==> config.mk <==
export PLATFORM = sky130hd
export DESIGN_NAME = mod_exponentiation_flat
export DESIGN_NICKNAME = d
export VERILOG_FILES = /design/src/rtl/mod_exponentiation_if.sv /design/src/rtl/mod_exponentiation.sv /design/src/flat_wrapper.sv
export SDC_FILE = /design/constraint.sdc
export NUM_CORES = 1
export LEC_CHECK = 0
export ABC_CLOCK_PERIOD_IN_PS = 7700
export CAP_MARGIN = 25
export CELL_PAD_IN_SITES_DETAIL_PLACEMENT = 2
export CELL_PAD_IN_SITES_GLOBAL_PLACEMENT = 2
export CORE_MARGIN = 5
export CORE_UTILIZATION = 33
export CTS_BUF_LIST = sky130_fd_sc_hd__clkbuf_4
export DETAILED_ROUTE_END_ITERATION = 16
export MAX_ROUTING_LAYER = met4
export PLACE_DENSITY_LB_ADDON = 0.1
export SYNTH_ARGS = -nofsm -noshare
export SYNTH_HDL_FRONTEND = slang
export SYNTH_SLANG_ARGS = --single-unit
export TNS_END_PERCENT = 20
==> constraint.sdc <==
create_clock -name clk_i -period 7.7 [get_ports clk_i]
set_clock_uncertainty 0.1 [all_clocks]
set_input_delay 1.155 -clock clk_i [delete_from_list [all_inputs] [get_ports clk_i]]
set_output_delay 1.155 -clock clk_i [all_outputs]
set_load 0.005 [all_outputs]
==> src/rtl/mod_exponentiation_if.sv <==
// rtl/mod_exponentiation_if.sv - start/done request bundle for the modular-exponentiation engine
interface mod_exponentiation_if #(
  parameter int WIDTH = 32
) ();
  logic             start;
  logic [WIDTH-1:0] base;
  logic [WIDTH-1:0] exponent;
  logic [WIDTH-1:0] p;
  logic [WIDTH-1:0] result;
  logic             done;
  logic             busy;
  logic             err;

  modport master (
    output start, base, exponent, p,
    input  result, done, busy, err
  );

  modport slave (
    input  start, base, exponent, p,
    output result, done, busy, err
  );
endinterface

==> src/rtl/mod_exponentiation.sv <==
// rtl/mod_exponentiation.sv - base^exponent mod p via right-to-left square-and-multiply over a bit-serial mulmod
// MODEXP_EARLY_EXIT_EN: stop once the remaining exponent is zero instead of always walking all WIDTH bits.
module mod_exponentiation #(
  parameter int WIDTH = 32
) (
  input  logic                 clk_i,
  input  logic                 rst_ni,
  mod_exponentiation_if.slave  bus_io
);
  localparam int CW = $clog2(WIDTH + 1);

  typedef enum logic [2:0] {
    S_IDLE, S_REDUCE, S_EXAM, S_MUL, S_SQR, S_DONE
  } state_t;

  state_t           state_q, state_d;
  logic [WIDTH-1:0] a_q, a_d;
  logic [WIDTH-1:0] acc_q, acc_d;
  logic [WIDTH-1:0] b_q, b_d;
  logic [WIDTH-1:0] r_q, r_d;
  logic [WIDTH-1:0] e_q, e_d;
  logic [WIDTH-1:0] p_q, p_d;
  logic [WIDTH-1:0] result_q, result_d;
  logic             err_q, err_d;
  logic [CW-1:0]    mcnt_q, mcnt_d;
  logic [CW-1:0]    kcnt_q, kcnt_d;

  logic [WIDTH:0]   p_ext, mult, dbl, dbl_red, sum;
  logic [WIDTH-1:0] acc_nxt;
  logic             mul_last, in_mul, exam_term;

  // One interleaved step: double-and-reduce, then add the selected multiplicand and reduce.
  always_comb begin
    p_ext   = {1'b0, p_q};
    mult    = (state_q == S_REDUCE) ? {{WIDTH{1'b0}}, 1'b1} : {1'b0, b_q};
    dbl     = {acc_q, 1'b0};
    dbl_red = (dbl >= p_ext) ? (dbl - p_ext) : dbl;
    sum     = dbl_red + (a_q[WIDTH-1] ? mult : '0);
    acc_nxt = (sum >= p_ext) ? WIDTH'(sum - p_ext) : sum[WIDTH-1:0];
  end

  assign mul_last = (mcnt_q == CW'(WIDTH - 1));
  assign in_mul   = (state_q == S_REDUCE) || (state_q == S_MUL) || (state_q == S_SQR);

`ifdef MODEXP_EARLY_EXIT_EN
  assign exam_term = (e_q == '0);
`else
  assign exam_term = (kcnt_q == CW'(WIDTH));
`endif

  always_comb begin
    state_d  = state_q;
    a_d      = a_q;
    acc_d    = acc_q;
    b_d      = b_q;
    r_d      = r_q;
    e_d      = e_q;
    p_d      = p_q;
    result_d = result_q;
    err_d    = err_q;
    mcnt_d   = mcnt_q;
    kcnt_d   = kcnt_q;

    if (in_mul) begin
      acc_d  = acc_nxt;
      a_d    = a_q << 1;
      mcnt_d = mcnt_q + CW'(1);
    end

    case (state_q)
      S_IDLE: begin
        if (bus_io.start) begin
          e_d   = bus_io.exponent;
          p_d   = bus_io.p;
          err_d = 1'b0;
          if (bus_io.p < WIDTH'(2)) begin
            result_d = '0;
            err_d    = 1'b1;
            state_d  = S_DONE;
          end else begin
            r_d     = WIDTH'(1);
            a_d     = bus_io.base;
            acc_d   = '0;
            mcnt_d  = '0;
            kcnt_d  = '0;
            state_d = S_REDUCE;
          end
        end
      end
      S_REDUCE: begin
        if (mul_last) begin
          b_d     = acc_nxt;
          acc_d   = '0;
          mcnt_d  = '0;
          state_d = S_EXAM;
        end
      end
      S_EXAM: begin
        if (exam_term) begin
          result_d = r_q;
          state_d  = S_DONE;
        end else if (e_q[0]) begin
          a_d     = r_q;
          state_d = S_MUL;
        end else begin
          a_d     = b_q;
          state_d = S_SQR;
        end
      end
      S_MUL: begin
        if (mul_last) begin
          r_d     = acc_nxt;
          a_d     = b_q;
          acc_d   = '0;
          mcnt_d  = '0;
          state_d = S_SQR;
        end
      end
      S_SQR: begin
        if (mul_last) begin
          b_d     = acc_nxt;
          e_d     = e_q >> 1;
          kcnt_d  = kcnt_q + CW'(1);
          acc_d   = '0;
          mcnt_d  = '0;
          state_d = S_EXAM;
        end
      end
      S_DONE:  state_d = S_IDLE;
      default: state_d = S_IDLE;
    endcase
  end

  always_ff @(posedge clk_i or negedge rst_ni) begin
    if (!rst_ni) begin
      state_q  <= S_IDLE;
      a_q      <= '0;
      acc_q    <= '0;
      b_q      <= '0;
      r_q      <= '0;
      e_q      <= '0;
      p_q      <= '0;
      result_q <= '0;
      err_q    <= 1'b0;
      mcnt_q   <= '0;
      kcnt_q   <= '0;
    end else begin
      state_q  <= state_d;
      a_q      <= a_d;
      acc_q    <= acc_d;
      b_q      <= b_d;
      r_q      <= r_d;
      e_q      <= e_d;
      p_q      <= p_d;
      result_q <= result_d;
      err_q    <= err_d;
      mcnt_q   <= mcnt_d;
      kcnt_q   <= kcnt_d;
    end
  end

  assign bus_io.result = result_q;
  assign bus_io.err    = err_q;
  assign bus_io.done   = (state_q == S_DONE);
  assign bus_io.busy   = (state_q != S_IDLE);
endmodule
==> src/flat_wrapper.sv <==
// flat-port wrapper written by rule: the top's interface ports become plain ports
module mod_exponentiation_flat 
#(
  parameter int WIDTH = 32
)
  (clk_i, rst_ni, bus_io_start, bus_io_base, bus_io_exponent, bus_io_p, bus_io_result, bus_io_done, bus_io_busy, bus_io_err);
  mod_exponentiation_if #(.WIDTH(WIDTH)) bus_io_i ();
  input  logic clk_i;
  input  logic rst_ni;
  input wire logic [$bits(bus_io_i.start)-1:0] bus_io_start;
  input wire logic [$bits(bus_io_i.base)-1:0] bus_io_base;
  input wire logic [$bits(bus_io_i.exponent)-1:0] bus_io_exponent;
  input wire logic [$bits(bus_io_i.p)-1:0] bus_io_p;
  output wire logic [$bits(bus_io_i.result)-1:0] bus_io_result;
  output wire logic [$bits(bus_io_i.done)-1:0] bus_io_done;
  output wire logic [$bits(bus_io_i.busy)-1:0] bus_io_busy;
  output wire logic [$bits(bus_io_i.err)-1:0] bus_io_err;
  assign bus_io_i.start = bus_io_start;
  assign bus_io_i.base = bus_io_base;
  assign bus_io_i.exponent = bus_io_exponent;
  assign bus_io_i.p = bus_io_p;
  assign bus_io_result = bus_io_i.result;
  assign bus_io_done = bus_io_i.done;
  assign bus_io_busy = bus_io_i.busy;
  assign bus_io_err = bus_io_i.err;
  mod_exponentiation #(.WIDTH(WIDTH)) u_core (.clk_i(clk_i), .rst_ni(rst_ni), .bus_io(bus_io_i));
endmodule
* After elaboration in Yosys (flattened, before gate mapping) *
Index checks and enable logic that the tools add are counted.

operators by class
  muxes and demuxes = 44
  equal/unequal tests = 14
  $lt $le $gt $ge = 3
  $add $sub $neg = 5
  reductions and logical operators = 16

operators with widths
  kind                                                                   count
  32-bit two-way mux                                                     20
  32-bit one-hot mux with 2 select lines                                 4
  32-bit one-hot mux with 3 select lines                                 1
  33-bit by 32-bit greater-or-equal comparator with 1-bit output         2
  33-bit two-way mux                                                     2
  6-bit two-way mux                                                      7
  33-bit adder                                                           1
  33-bit by 32-bit subtractor with 33-bit output                         1
  32-bit by 2-bit < comparator with 1-bit output, second input constant  1
  32-bit subtractor                                                      1
  6-bit one-hot mux with 2 select lines                                  2
  3-bit two-way mux                                                      6
  6-bit by 1-bit adder with 6-bit output, second input constant          2
  3-bit one-hot mux with 4 select lines                                  1
  4-bit AND reduction                                                    3
  2-bit by 1-bit != test with 1-bit output, second input constant        5
  3-bit by 2-bit equality test with 1-bit output, second input constant  2
  3-bit equality test, second input constant                             2
  6-bit by 5-bit equality test with 1-bit output, second input constant  1
  6-bit equality test, second input constant                             1
  3-bit AND reduction                                                    2
  2-bit nonzero test                                                     3
  2-bit != test, second input constant                                   2
  2-bit AND reduction                                                    2
  7 further kinds                                                        8

storage, ports and cells
  word-level logic and storage cells = 93
  flip-flop bits (word level) = 240
  output and inout port bits = 35
  bits of input ports = 99

* Depth between registers and ports, before layout *
  depth in word-level cells = 10
  gate-level depth with buffers = 35
  mapped depth without buffers = 32

* Worst setup path before layout *
No wires, ideal clock.

  kind = register to register
  start point = reg u_core.acc_q[17]
  end point = reg u_core.r_q[3]
  arrival time = 6892 ps
  setup time = 138 ps
  setup slack = 569 ps
  cell stages (with the launch flop) = 31
  data required time = 7462 ps
  period minus slack after synthesis = 7131 ps
  cell sequence = dfrtp_1 -> ha_1 -> a21o_1 -> a31o_1 -> a221o_1 -> a211o_1 -> a31oi_4 -> clkbuf_1 -> mux2_2 -> ha_1 -> o21a_1 -> o31a_1 -> o21ai_1 -> a21boi_0 -> o21ai_0 -> a21boi_0 -> or4_1 -> nand3_1 -> ha_1 -> a21o_1 -> a21o_1 -> a21oi_1 -> nand2_1 -> o21ai_0 -> nand3_1 -> a211o_1 -> a21oi_4 -> buf_6 -> buf_6 -> mux2i_1 -> o22ai_1

between the ends
  longest elaborated chain between the ends = 7
  elaborated cells between the ends (all ways) = 9
  classes of those cells = add/sub: 3; order compare: 2; mux: 4

ends and longest elaborated chain
  element                                                                                                                                  line                       text
  start: declaration                                                                                                                       mod_exponentiation.sv:18   logic [WIDTH-1:0] acc_q, acc_d;
  start signal: assignment                                                                                                                 mod_exponentiation.sv:138  acc_q <= '0;
  start signal: assignment                                                                                                                 mod_exponentiation.sv:150  acc_q <= acc_d;
  33-bit by 32-bit subtractor with 33-bit output / 33-bit by 32-bit greater-or-equal comparator with 1-bit output (equally long branches)  mod_exponentiation.sv:37   dbl_red = (dbl >= p_ext) ? (dbl - p_ext) : dbl;
  33-bit two-way mux (*)                                                                                                                   mod_exponentiation.sv:37
  33-bit adder (*)                                                                                                                         mod_exponentiation.sv:38   sum = dbl_red + (a_q[WIDTH-1] ? mult : '0);
  33-bit by 32-bit greater-or-equal comparator with 1-bit output / 32-bit subtractor (equally long branches)                               mod_exponentiation.sv:39   acc_nxt = (sum >= p_ext) ? WIDTH'(sum - p_ext) : sum[WIDTH-1:0];
  32-bit two-way mux (*)                                                                                                                   mod_exponentiation.sv:39
  32-bit two-way mux (*)                                                                                                                   mod_exponentiation.sv:111  if (mul_last) begin
  32-bit one-hot mux with 2 select lines (*)                                                                                               mod_exponentiation.sv:70   case (state_q)
  end signal: assignment                                                                                                                   mod_exponentiation.sv:152  r_q <= r_d;
  end: declaration                                                                                                                         mod_exponentiation.sv:20   logic [WIDTH-1:0] r_q, r_d;

Mark *: on every way between the ends. The rest lies on a longest branch, timed or not. The select of a mux whose other input is x is not followed.
A chain may end at the register's enable or synchronous reset.

* Worst setup path after layout *
  start point = reg u_core.p_q[18]
  end point = reg u_core.r_q[25]

between the ends
  longest elaborated chain between the ends = 7
  elaborated cells between the ends (all ways) = 9
  classes of those cells = add/sub: 3; order compare: 2; mux: 4

ends and longest elaborated chain
  element                                                                                                                                  line                       text
  start: declaration                                                                                                                       mod_exponentiation.sv:22   logic [WIDTH-1:0] p_q, p_d;
  start signal: assignment                                                                                                                 mod_exponentiation.sv:154  p_q <= p_d;
  33-bit by 32-bit subtractor with 33-bit output / 33-bit by 32-bit greater-or-equal comparator with 1-bit output (equally long branches)  mod_exponentiation.sv:37
  33-bit two-way mux                                                                                                                       mod_exponentiation.sv:37
  33-bit adder                                                                                                                             mod_exponentiation.sv:38
  32-bit subtractor / 33-bit by 32-bit greater-or-equal comparator with 1-bit output (equally long branches)                               mod_exponentiation.sv:39
  32-bit two-way mux (*)                                                                                                                   mod_exponentiation.sv:39
  32-bit two-way mux (*)                                                                                                                   mod_exponentiation.sv:111
  32-bit one-hot mux with 2 select lines (*)                                                                                               mod_exponentiation.sv:70

Marked as above.

==> results_dict.tcl <==
set metrics [dict create \
    slowest_stage "or4_4" \
    wl_per_cell_um 23.22 \
    worstSetupEndpointType "register" \
    drt-pass1-iter-count 7 \
    period_needed_ns 7.558 \
    synth-edff-count 0 \
    ctsHoldBuffers 0 \
    synth_top_area_cell "dfrtp_1" \
    rows 80 \
    slew_violations 0 \
    die_area_sq_um 52720 \
    htreeDepth 3 \
    layout_commonest_cell "nand2_1" \
    fp.dieH_um 229.6 \
    syn_to_final_growth_pct 26.21 \
    cts_tree "yes" \
    status "completed" \
    dpl-instance-area_sq_um 18590 \
    multi_input_area_sq_um 9693 \
    final_area_sq_um 20090 \
    fin_crit_sh 0.9816 \
    grt_max_degree 148 \
    post_drt_via_cell_ratio 5.617 \
    ioPinCount 134 \
    synth_nets 2088 \
    clk_latency_ns 0.82 \
    grt_pass1_vias 17220 \
    slew_headroom 0.3520 \
    r2r_slack_ns 0.14 \
    fin_nets 2330 \
    antenna_found_initial 2 \
    initialDrtViolationCount 859 \
    seq_area_sq_um 6007 \
    synth_top_cell_area_share 0.3773 \
    drive_above_1_share 0.1520 \
    yosys_warnings 0 \
    ys_ff_latch 240 \
    crit_top_cell "buf_4" \
    numPortBuffers 133 \
    wl_mm 64.63 \
    overflow 0 \
    synth-main-ff-cell "dfrtp_1" \
    grt_pass1_wl_mm 98.78 \
    path_max_fanout 15 \
    synth_cell_types 68 \
    synth_area_sq_um 15920 \
    slowest_delay_ns 0.58 \
    drc 0 \
    root_buffer "clkbuf_4" \
    start_util 0.3334 \
    clock_path_buffers 3 \
    via_count 15630 \
    setup.worst_path.start_class "register" \
    cp.arrival_ns 8.05 \
    ys_async_sr_fraction 1.000 \
    reg2reg_from "u_core.p_q[18]" \
    post-route-util 0.4207 \
    cap_violations 0 \
    die_x_um 229.6 \
    cts_sinks 240 \
    worst_pin_slew_ns 0.9685 \
    cp-startpoint "u_core.p_q[18]" \
    worstPathRequired_ns 8.19 \
    grt_usage 0.2438 \
    ys_seq_area_frac 0.3773 \
    syn_avg_cell_area_sq_um 8.435 \
    synthCells 1887 \
    hpwlAfterDp_mm 48.23 \
    synth_area_leaders "dfrtp_1, nand2_1, ha_1" \
    crit_type "register to register" \
    hold_viol 0 \
    cts_made_buffers 74 \
    fillCellCount 5295 \
    place_congestion 0.8851 \
    core_area_sq_um 47750 \
    fmax_mhz 132.3 \
    layout_common_cells "nand2_1, dfrtp_1, o21ai_0" \
    drtAntennaViolNets 0 \
    hold_class "input pin to asynchronous set/reset pin" \
    cts.clk_slew.worst_paths_ns 0.08 \
    setup_viol 0 \
]
[final timing paths]
kind | to | cells past startpoint
hold reg to reg | u_core.bus_io.result[22] | 2
min in group clk_i | u_core.bus_io.result[22] | 2
setup / recovery | u_core.r_q[25] | 33
setup reg to reg | u_core.r_q[25] | 33
max in group asynchronous | u_core.e_q[8] | 2
hold / removal | u_core.p_q[5] | 1
[stage by stage]
step                      TNS (ns)  std cells  hold slack [ns]  setup WS (ns)
after floorplan                  0       1887           0.3632         0.5695
after global placement      -5.812       2651           0.3653        -0.3491
after detailed placement    -24.99       2653           0.3737        -0.5616
after CTS                        0       2769           0.2820       0.005635
after global routing       -0.1074       2782           0.2993       -0.03723
final                            0       2783           0.2950         0.1419
[cell type report]
| class | count | share of cell area |
|---|---|---|
| clock inverters | 15 | 0.008533 |
| flip-flops and latches | 240 | 0.2990 |
| inverters | 71 | 0.01327 |
| well taps | 615 | 0.03831 |
| clock buffers | 97 | 0.03625 |
| repair buffers | 260 | 0.1217 |
| multi-input cells | 1482 | 0.4825 |
| diodes | 3 | 0.0003737 |
[what timing repair did]
action	CTS	global route
buffers inserted	4	9
endpoints found under the setup margin	96	96
pin swaps	3	19
gates cloned	0	2
resized for setup	35	64
[flip-flops by register name (all words and copies together), names as in the netlist]
register              cells
u_core.e_q               32
u_core.bus_io.result     32
u_core.b_q               32
u_core.state_q            3
u_core.mcnt_q             6
u_core.acc_q             32
u_core.p_q               32
u_core.r_q               32
u_core.bus_io.err         1
u_core.a_q               32
u_core.kcnt_q             6
[logic make-up (layout without fill, tap and decap cells)]
kind of cell / after synthesis / after routing / share of synthesized area
DFF: 240 / 240 / 0.3773
buffers and inverters: 165 / 443 / 0.04009
adders and majority gates: 102 / 102 / 0.08160
xor gates and xnor gates: 74 / 74 / 0.04072
and+or+nand+nor: 657 / 657 / 0.1843
other: 0 / 3 / 0
AOI/OAI and AO/OA: 577 / 577 / 0.2293
muxes: 72 / 72 / 0.04662
[layer usage]
| layer | share of wire | vias up | global-route usage |
|---|---|---|---|
| met5 | 0 | - | - |
| met4 | 0.041 | 0 | 0.09040 |
| met3 | 0.031 | 132 | 0.03703 |
| met2 | 0.52 | 304 | 0.4321 |
| met1 | 0.41 | 7905 | 0.2791 |
| li1 | - | 7290 | - |
[synthesized netlist by cell type (6+ instances only)]
cell,count
and2_1,38
o2bb2ai_1,6
o21ai_1,18
and3_1,18
a222oi_1,33
o31ai_1,10
inv_1,71
clkbuf_1,85
nand2_1,334
a31oi_1,45
a22o_1,7
nand2b_1,11
mux2i_1,55
xnor2_1,46
nor3_1,21
nand4_1,16
buf_1,6
nor2_1,127
mux2_2,17
a211oi_1,10
a21oi_1,85
o21a_1,14
nor2b_1,20
o21bai_1,9
xor2_1,28
dfrtp_1,240
ha_1,99
a21o_1,37
o22ai_1,25
nand3_1,31
o211ai_1,12
o31a_1,6
and4_1,9
nor4_1,9
or3_1,7
o21ai_0,212
[worst max-delay path, delay by kind of cell (launching register included)]
| kind | cells | cell delay [ns] |
|---|---|---|
| flops | 1 | 0.38 |
| simple gates | 5 | 1.45 |
| fa+ha+maj | 3 | 0.92 |
| buf+inv | 8 | 1.19 |
| mux | 1 | 0.18 |
| compound gates | 15 | 2.99 |
| xor+xnor | 1 | 0.13 |
Power is left out: the tool's default activity adds up to more than one toggle a clock period on the data nets, which glitch-free logic cannot reach.
